[src/rtl/imem_loader_pkg.sv]
// Shared state encoding and word-format constants for the instruction-memory loader.
package imem_loader_pkg;

  typedef enum logic [2:0] {IDLE, RECV, WRITE, CHECK, DONE} state_t;

  localparam int BYTES_PER_WORD = 4;
  localparam int INSTR_W        = 32;
  localparam logic [INSTR_W-1:0] NOP_WORD = 32'h0007_8000;

endpackage

[src/rtl/imem_loader_byte_packer.sv]
// Byte-to-word packer: shifts bytes in MSB-first, counts bytes within the current word.
// Latency: word updates on the accepting edge; last_byte flags that the next shift completes a word.
// Backpressure: none of its own; the caller gates shift with the handshake.
module byte_packer
  import imem_loader_pkg::*;
(
  input  logic               clk,
  input  logic               reset,
  input  logic               clear,
  input  logic               shift,
  input  logic [7:0]         data,
  output logic [INSTR_W-1:0] word,
  output logic               last_byte
);

  localparam int CNT_W = $clog2(BYTES_PER_WORD);

  logic [CNT_W-1:0] cnt;

  always_ff @(posedge clk or negedge reset) begin
    if (!reset) begin
      word <= '0;
      cnt  <= '0;
    end else begin
      if (shift) word <= {word[INSTR_W-9:0], data};
      // Counter wraps naturally to 0 after the final byte of a word.
      if (clear)      cnt <= '0;
      else if (shift) cnt <= cnt + 1'b1;
    end
  end

  assign last_byte = (cnt == CNT_W'(BYTES_PER_WORD - 1));

endmodule

[src/rtl/imem_loader.sv]
// Streams bytes into instruction memory as MSB-first 32-bit words at addresses 0..LOAD_WORDS-1.
// Latency: im_we one cycle after the 4th byte; done one cycle after the last write (or trailer with LOADER_CHECKSUM_EN).
// Backpressure: in_ready low outside RECV/CHECK and during the write cycle; in_valid gaps stall indefinitely.
module imem_loader
  import imem_loader_pkg::*;
#(
  parameter int ADDR_W     = 6,
  parameter int LOAD_WORDS = 64
) (
  input  logic               clk,
  input  logic               reset,
  input  logic               start,
  input  logic               in_valid,
  input  logic [7:0]         in_data,
  output logic               in_ready,
  output logic               im_we,
  output logic [ADDR_W-1:0]  im_addr,
  output logic [INSTR_W-1:0] im_wd,
  output logic               busy,
  output logic               cpu_hold,
  output logic               done,
  output logic               err
);

  localparam logic [ADDR_W-1:0] LAST_ADDR = ADDR_W'(LOAD_WORDS - 1);

  state_t state, next_state;
  logic   xfer, start_load, last_byte, last_addr;

  assign xfer      = in_valid & in_ready;
  assign last_addr = (im_addr == LAST_ADDR);

  byte_packer u_packer (
    .clk       (clk),
    .reset     (reset),
    .clear     (start_load),
    .shift     (xfer && state == RECV),
    .data      (in_data),
    .word      (im_wd),
    .last_byte (last_byte)
  );

  always_ff @(posedge clk or negedge reset) begin
    if (!reset) state <= IDLE;
    else        state <= next_state;
  end

  always_comb begin
    next_state = state;
    in_ready   = 1'b0;
    im_we      = 1'b0;
    busy       = 1'b0;
    start_load = 1'b0;
    case (state)
      IDLE, DONE: begin
        if (start) begin
          next_state = RECV;
          start_load = 1'b1;
        end
      end
      RECV: begin
        in_ready = 1'b1;
        busy     = 1'b1;
        if (xfer && last_byte) next_state = WRITE;
      end
      WRITE: begin
        im_we = 1'b1;
        busy  = 1'b1;
        if (last_addr) begin
`ifdef LOADER_CHECKSUM_EN
          next_state = CHECK;
`else
          next_state = DONE;
`endif
        end else begin
          next_state = RECV;
        end
      end
`ifdef LOADER_CHECKSUM_EN
      CHECK: begin
        in_ready = 1'b1;
        busy     = 1'b1;
        if (xfer) next_state = DONE;
      end
`endif
      default: next_state = IDLE;
    endcase
  end

  assign cpu_hold = busy;
  assign done     = (state == DONE);

  // Address stops at LAST_ADDR; the load ends there rather than wrapping.
  always_ff @(posedge clk or negedge reset) begin
    if (!reset)                       im_addr <= '0;
    else if (start_load)              im_addr <= '0;
    else if (state == WRITE && !last_addr) im_addr <= im_addr + 1'b1;
  end

`ifdef LOADER_CHECKSUM_EN
  logic [7:0] csum;
  logic       err_q;

  always_ff @(posedge clk or negedge reset) begin
    if (!reset) begin
      csum  <= '0;
      err_q <= 1'b0;
    end else if (start_load) begin
      csum  <= '0;
      err_q <= 1'b0;
    end else if (xfer && state == RECV) begin
      csum <= csum ^ in_data;
    end else if (xfer && state == CHECK) begin
      err_q <= (in_data != csum);
    end
  end

  assign err = err_q;
`else
  assign err = 1'b0;
`endif

endmodule

[config.mk]
export PLATFORM = sky130hd
export DESIGN_NAME = imem_loader
export DESIGN_NICKNAME = d
export VERILOG_FILES = /design/src/rtl/imem_loader_pkg.sv /design/src/rtl/imem_loader_byte_packer.sv /design/src/rtl/imem_loader.sv
export SDC_FILE = /design/constraint.sdc
export NUM_CORES = 1
export LEC_CHECK = 0
export CORE_UTILIZATION = 45
export CTS_CLUSTER_DIAMETER = 80
export DETAILED_ROUTE_END_ITERATION = 8
export GPL_TIMING_DRIVEN = 0
export PLACE_DENSITY_LB_ADDON = 0.08
export RECOVER_POWER = 25
export SLEW_MARGIN = 15
export SYNTH_ARGS = -nofsm -noshare
export SYNTH_HDL_FRONTEND = slang
export SYNTH_SLANG_ARGS = --single-unit
[constraint.sdc]
create_clock -name clk -period 1.85 [get_ports clk]
set_input_delay 0.2775 -clock clk [delete_from_list [all_inputs] [get_ports clk]]
set_output_delay 0.2775 -clock clk [all_outputs]
set_load 0.01 [all_outputs]
### Word level (Yosys, flattened, before mapping)

Cells that the tools add are included.

| word-level totals | value |
|---|---|
| flip-flop bits (word level) | 43 |
| input port bits | 12 |
| output and inout bits | 44 |
| logic and storage cells | 37 |

| cells by class | value |
|---|---|
| add/sub/neg operators | 2 |
| equality and inequality tests | 7 |
| mux-type cells | 13 |
| bitwise operators | 1 |
| reduce and logical (&&, ||, !) cells | 10 |

Operators with widths:

| kind | count |
|---|---|
| 6-bit two-way mux | 2 |
| 3-bit two-way mux | 3 |
| 3-bit case mux with 3 select lines | 1 |
| 6-bit by 1-bit adder with 6-bit output, second input constant | 1 |
| 6-bit == test, second input constant | 1 |
| 1-bit two-way mux | 5 |
| 2-bit two-way mux | 2 |
| 2-bit nonzero test | 2 |
| 2-bit OR reduction | 2 |
| 3-bit by 1-bit == test with 1-bit output, second input constant | 1 |
| 3-bit by 2-bit == test with 1-bit output, second input constant | 1 |
| 3-bit == test, second input constant | 1 |
| 1-bit logical AND | 3 |
| 3-bit zero test | 1 |
| 2-bit by 1-bit adder with 2-bit output, second input constant | 1 |
| 2-bit == test, second input constant | 1 |
| 2-bit by 1-bit inequality test with 1-bit output, second input constant | 1 |
| 2-bit inequality test, second input constant | 1 |
| 2-bit AND reduction | 1 |
| 1-bit bitwise AND | 1 |
| 1-bit zero test | 1 |

### Depth between registers and ports, before layout

Gate-level depths: netlist (run 1).

| depth | value |
|---|---|
| depth in word-level cells | 6 |
| mapped depth | 5 |
| gate-level depth less buffers | 5 |

### By module

A second synthesis (run 1) with hierarchy kept.

| second synthesis, totals | value |
|---|---|
| cell total of the unflattened synthesis | 128 |
| area total of the unflattened synthesis | 1933.1 sq um |

By module, submodules not included:

| module | instances | cells each | area each (sq um) | sequential area each (sq um) |
|---|---|---|---|---|
| byte_packer | 1 | 75 | 1426.4 | 850.8 |
| imem_loader | 1 | 53 | 506.7 | 225.2 |

### Worst setup path before layout (run 1)

OpenSTA, ideal clock, no wires.

| path | value |
|---|---|
| path type | flip-flop to flip-flop |
| start | register state[1] |
| end | register u_packer.word[0] |
| setup time | 0.125 ns |
| data arrival time | 1.500 ns |
| required time | 1.725 ns |
| setup slack | 0.226 ns |
| cell stages (with the launch flop) | 5 |
| buffers on the path | 2 |
| period minus slack after synthesis | 1.624 ns |
| path through | dfrtp_1 -> and4bb_2 -> clkbuf_1 -> buf_2 -> mux2_2 |

| on the way | value |
|---|---|
| longest elaborated chain between the ends | 4 |

RTL lines:

| item | RTL line | source |
|---|---|---|
| start, declared | imem_loader.sv:27 | `state_t state, next_state;` |
| start signal, assigned | imem_loader.sv:45 | `else state <= next_state;` |
| 3-bit by 1-bit == test with 1-bit output * | imem_loader.sv:37, imem_loader.sv:54 |  |
| 1-bit two-way mux | imem_loader.sv:54 | `case (state)` |
| 1-bit bitwise AND | imem_loader.sv:30 | `assign xfer = in_valid & in_ready;` |
| 1-bit logical AND * | imem_loader.sv:37 | `.shift (xfer && state == RECV),` |
| end signal, assigned | imem_loader_byte_packer.sv:25 | `if (shift) word <= {word[INSTR_W-9:0], data};` |
| end, declared | imem_loader_byte_packer.sv:12 | `output logic [INSTR_W-1:0] word,` |

Every way passes the cells marked *; elsewhere a longest branch is shown, timed or not.
A chain may end at the register's enable or synchronous reset.

### Worst setup path after layout (run 1)

| path | value |
|---|---|
| start | register state[0] |
| end | output im_we |

| on the way | value |
|---|---|
| longest elaborated chain between the ends | 2 |

RTL lines:

| item | RTL line | source |
|---|---|---|
| 3-bit by 2-bit == test with 1-bit output | imem_loader.sv:54 |  |
| 1-bit two-way mux | imem_loader.sv:54 |  |
| end, declared | imem_loader.sv:16 | `output logic im_we,` |

Every way passes these cells.

==> qor.txt, run 1 <==
CP Capture Type: primary output
Synth top area share: 0.606
Total Wirelength: 3620 µm
First-pass GRT wire length: 5780 µm
Via count: 1263
Syn Std Cell Area: 0.00177 mm²
Antenna violations before repair: 0
Count of input and output buffers: 54
CORE AREA: 0.00372 mm²
Post-Syn Nets: 142
Wire per inst: 15.0 µm
FILL cells: 303
Die extent in y: 64.8 µm
Relative slew slack: 0.324
P per Cell Area: 1620 mW/mm²
Distinct cells, synth: 28
Avg Cell Area, Syn: 13.9 µm²
Synth Instances: 128
Final Util: 0.674
H-tree depth: 2
Final Hold Viols: 0
P_sw: 1270 µW
Initial Util: 0.477
Drt pass-1 iters: 4
Largest net degree at the start of global routing: 27
Max Cap Viol: 0
Root Driver: clkbuf_8
Final Slew Violations: 0
Worst Path Max Fanout: 6
Comb pwr share: 0.459
Clk_skew: 0.00750 ns
Sequential share of power: 0.403
Placer Congestion: 0.768
Worst-Margin Slew: 1.01 ns
Int Power: 2790 µW
Setup Crit Path Kind: reg2out
Max Freq: 0.557 GHz
Antenna diodes: 0
Area contributors post-synth: dfrtp_1 (61%), mux2_2 (20%), mux2i_1 (1.7%)
Placed cells: 231
Min Clock Period, post-route: 1.79 ns
Synth warnings: 0
Vias in the first global route: 1228
Synth area leader: dfrtp_1
Setup violations, final: 0
Total track usage: 0.190
Hold WC Path Type: reg2reg
Final nets: 206
Die area: 0.00420 mm²
Post-route clock period utilization: 0.970
DP HPWL: 2600 µm
Flops & latches, synth: 43
Multi-input gate area: 653 µm²
DRT antenna net count: 0
Clock Latency Late Sink: 0.29 ns
RSZ-0062 raised after global routing: false
Global route overflow: 0
Layout area overhead: 41.3%
Outcome: finished, final reports clean
CTS Buffer Depth: 2
CTS sink cnt: 43
Post-route DRC: 0
Die X-Extent: 64.8 µm
Fraction of layout cells with a size suffix above 1: 0.290
Switching Fraction: 0.313
Vias per std cell: 5.24
Clock-pin slew on the worst setup and hold paths: 0.08 ns
Worst VDD drop: 948 µV
Row count: 22
Post-Layout Cell Count: 241
Seq/Total Area, Yosys: 0.606
CP startpoint kind: register
WP data arrival: 1.52 ns
Required time worst endpoint: 1.57 ns
Static leakage: 0.00106 µW
Register area: 0.00108 mm²
CTS tree: yes
CTS buffer count: 5
Iter 0 DRT Violations: 48
IO Count: 56
Clk pwr share: 0.138
## layout make-up
class,count,share of cell area
timing repair buffer,59,0.233
buffer,5,0.0140
clock inverter,2,0.00499
sequential,43,0.430
tap,48,0.0240
inverter,3,0.00449
clock buffer,6,0.0290
multi-input combinational,75,0.261
## sequential cells by signal, summed over array words and instances (netlist names)
name and cells:
u_packer.cnt 2, im_addr 6, state 3, u_packer.word 32
## power groups by stage
stage / registers (µW) / clock network, µW / logic [µW]
floorplan: 1800 / 0 / 688
finish: 1640 / 562 / 1870
CTS: 1640 / 588 / 1890
global route: 1700 / 618 / 2010
detailed placement: 1670 / 0 / 1860
global placement: 1640 / 0 / 1820
## logic make-up (layout without fill, tap and decap cells)
logic type	after synthesis	in the layout	share of synthesized area
simple gates	23	23	0.0762
buf+inv	10	75	0.0282
compound gates	13	13	0.0480
mux	35	35	0.220
fa+ha+maj	2	2	0.0141
flops	43	43	0.606
xor+xnor	1	1	0.00494
other cells	1	1	0.00211
## routing by layer
layer | GRT usage | wire length (µm) | up-vias
met5 | 0 | 0 | -
met2 | 0.318 | 1820 | 47
li1 | - | - | 584
met4 | 0.0806 | 61 | 0
met3 | 0.0687 | 244 | 7
met1 | 0.217 | 1490 | 625
## through the flow
step | hold slack, ns | power, µW | setup TNS (ns) | instance area [µm²] | setup slack, ns
after floorplan | -0.0181 | 2490 | 0 | 1770 | 0.226
after global placement | 0.491 | 3460 | -31.52 | 2370 | -0.537
after detailed placement | 0.238 | 3540 | -9.69 | 2390 | -0.337
after CTS | 0.447 | 4120 | 0 | 2500 | 0.0204
after global routing | 0.531 | 4330 | 0 | 2510 | 0.00502
final | 0.519 | 4070 | 0 | 2510 | 0.0553
## repair_timing
| action | in CTS | in global routing |
|---|---|---|
| hold buffers | 1 | 0 |
| endpoints found under the setup margin | 33 | 8 |
| endpoints found under the hold margin | 17 | 0 |
| cloned | 0 | 0 |
| resized for setup | 11 | 3 |
| buffers inserted | 3 | 0 |
## synth_stat cells
| master | count |
|---|---|
| o211ai_1 | 1 |
| clkbuf_1 | 1 |
| inv_1 | 3 |
| buf_2 | 4 |
| nand4b_1 | 1 |
| nand3_1 | 1 |
| and4_1 | 1 |
| mux2_2 | 32 |
| buf_4 | 2 |
| nand4_1 | 1 |
| dfrtp_1 | 43 |
| or3b_2 | 2 |
| xnor2_1 | 1 |
| a21oi_1 | 5 |
| o41ai_1 | 1 |
| and4bb_2 | 1 |
| ha_1 | 2 |
| mux2i_1 | 3 |
| a211oi_1 | 1 |
| nand2_1 | 8 |
| or3b_1 | 1 |
| a311oi_1 | 2 |
| nor2_1 | 4 |
| nor3b_1 | 2 |
| or4_1 | 1 |
| conb_1 | 1 |
| o21ai_0 | 2 |
| a41oi_1 | 1 |
## placed cells by master (no fill, tap or decap), types with 2 or more instances in the layout
cell,netlist,layout
clkdlybuf4s50_1,0,48
or3b_2,2,2
inv_1,3,2
nor3b_1,2,2
dfrtp_1,43,42
mux2_2,32,32
o21ai_0,2,2
nand2_1,8,7
clkbuf_1,1,2
a21oi_1,5,5
clkbuf_8,0,5
mux2i_1,3,3
a311oi_1,2,2
nor2_1,4,4
buf_4,2,6
dlygate4sd2_1,0,3
ha_1,2,2
## worst max-delay path: stages (launching register included)
cell	delay (ns)
dfrtp_1	0.38
or3b_4	0.45
inv_2	0.13
clkdlybuf4s15_1	0.27
## path summary, 6_finish.rpt
path | startpoint | endpoint | slack [ns] | cells after the start
worst max-delay path | state[0] | im_we | 0.06 | 3
worst min-delay path | u_packer.word[26] | u_packer.word[26] | 0.52 | 1
worst max register to register | state[1] | u_packer.word[6] | 0.08 | 4
worst min register to register | u_packer.word[26] | u_packer.word[26] | 0.52 | 1
max in group asynchronous | reset | state[1] | 0.50 | 2
min in group asynchronous | reset | im_addr[3] | 0.67 | 2
Note: power is estimated with default switching activity, not from simulation.
==> run 2: changes to the inputs <==
CTS_CLUSTER_DIAMETER = not set   (was 80)
GPL_TIMING_DRIVEN = not set   (was 0)
==> run 2 against run 1 <==
  * Wire length about the same
  * Sequential power about the same
  * Flip-flop and latch count unchanged
  * Die area unchanged
  * Cell count unchanged
  * Final area up 1.8%
  * Power up 7.3%
  * Combinational power about the same
  * Register-to-register slack better by 0.14 ns
  * Count of clock-buffer cells in the layout unchanged
  * Highest routed layer unchanged
==> qor.txt, run 2 (synthesized netlist as in run 1, its figures left out) <==
Max reg flops: 32
Max Freq: 0.572 GHz
Worst-Margin Slew: 0.778 ns
Final nets: 206
DP Area: 0.00242 mm²
CP startpoint kind: register
Hold_ws: 0.513 ns
IO Count: 56
P per Cell Area: 1710 mW/mm²
CORE AREA: 0.00372 mm²
Vias in the first global route: 1363
Drt pass-1 iters: 4
Setup Crit Path Kind: reg2out
Post-route cell area: 0.00255 mm²
First-pass GRT wire length: 6230 µm
CTS Buffer Depth: 2
PnR worst setup slack: 0.102 ns
Largest net degree at the start of global routing: 19
Min Clock Period, post-route: 1.75 ns
Layout area overhead: 43.9%
Post-route DRC: 0
Total track usage: 0.200
Global route overflow: 0
Final Slew Violations: 0
Reg with most FFs: u_packer.word
CTS sink cnt: 43
Setup violations, final: 0
DRT antenna net count: 0
Biggest regs: u_packer.word: 32 flops, im_addr: 6 flops, state: 3 flops
Dpl ws: 0.0857 ns
Most common cell after layout, fill and taps aside: clkdlybuf4s50_1
Post-CTS Setup Bufs: 0
DP HPWL: 2570 µm
Worst Path Max Fanout: 6
CP max stage cell: or3b_4
Hold WC Path Type: reg2reg
Placed cells: 232
CP Capture Type: primary output
WP data arrival: 1.47 ns
CP peak stage delay: 0.43 ns
Root Driver: clkbuf_8
Worst VDD drop: 860 µV
CTS buffer count: 5
Clock Latency Late Sink: 0.29 ns
Relative slew slack: 0.481
Antenna violations before repair: 0
Clock-pin slew on the worst setup and hold paths: 0.08 ns
Via count: 1287
Die X-Extent: 64.8 µm
H-tree depth: 2
Wire per inst: 15.0 µm
Post-route clock period utilization: 0.945
Ordered cell list for the critical path: or3b_4, nand2_1, dlygate4sd2_1
Setup TNS: 0 ns
Placer Congestion: 0.794
Antenna diodes: 0
Outcome: finished, final reports clean
Die area: 0.00420 mm²
Final Hold Viols: 0
Total Wirelength: 3620 µm
Clk_skew: 0.00632 ns
Most frequent cells in the layout: clkdlybuf4s50_1 (48), dfrtp_1 (43), mux2_2 (32)
Count of input and output buffers: 54
Row count: 22
CTS tree: yes
Static leakage: 0.00109 µW
Required time worst endpoint: 1.57 ns
Initial Util: 0.477
RSZ-0062 raised after global routing: false
Vias per std cell: 5.34
Die extent in y: 64.8 µm
Iter 0 DRT Violations: 112
Max Cap Viol: 0
Fraction of layout cells with a size suffix above 1: 0.264
Post-Layout Cell Count: 241
run 2: cell count changes in the layout (fill, tap and decap cells not counted), sizes merged:
cell	delta
bufinv	+2
clkinvlp	-1
dlygate4sd2	+2
buf	-2
clkbuf	+2
clkinv	-1
clkdlybuf4s15	-2
run 2: per-layer routing:
metal,up-vias,track usage,wire length [µm]
met1,644,0.229,1470
met4,0,0.111,85
met3,11,0.0792,265
li1,582,-,-
met2,50,0.316,1800
met5,-,0,0
run 2: stage by stage:
| step | total power [µW] | utilization |
|---|---|---|
| 6_report | 4360 | 0.687 |
| 5_1_grt | 4630 | 0.687 |
| 4_1_cts | 4430 | 0.690 |
| 3_5_place_dp | 3580 | 0.652 |
| 3_3_place_gp | 3500 | 0.652 |
| 2_1_floorplan | 2490 | - |
run 2: cell type report:
| cell class | instances | area, µm² |
|---|---|---|
| Fill cell | 294 | 1160 |
| Sequential cell | 43 | 1080 |
| Clock buffer | 6 | 72.6 |
| Inverter | 3 | 11.3 |
| Tap cell | 48 | 60.1 |
| Clock inverter | 2 | 60.1 |
| Timing Repair Buffer | 64 | 622 |
| Multi-Input combinational cell | 75 | 651 |
run 2: worst max-delay path, delay by kind of cell (launching register included):
kind,cells,cell delay (ns)
flops,1,0.38
simple gates,2,0.53
buf+inv,1,0.27
run 2: what timing repair did:
item / CTS / global route
gates resized for setup: 6 / 0
hold endpoints to repair: 12 / 0
hold buffers: 1 / 0
endpoints found under the setup margin: 5 / 0
run 2: path summary, 6_finish.rpt:
check | startpoint | end | slack (ns) | cells past startpoint
worst min-delay path | u_packer.word[24] | u_packer.word[24] | 0.51 | 1
worst max register to register | im_addr[0] | im_addr[5] | 0.22 | 4
worst max-delay path | state[0] | busy | 0.10 | 3
worst min register to register | u_packer.word[24] | u_packer.word[24] | 0.51 | 1
min in group asynchronous | reset | u_packer.cnt[1] | 0.57 | 2
max in group asynchronous | reset | u_packer.word[7] | 0.42 | 3
run 2: report_power, final:
group | total (µW) | switching (µW) | internal (µW)
clock | 844 | 305 | 539
combinational | 1880 | 693 | 1190
sequential | 1640 | 281 | 1360
total | 4360 | 1280 | 3080
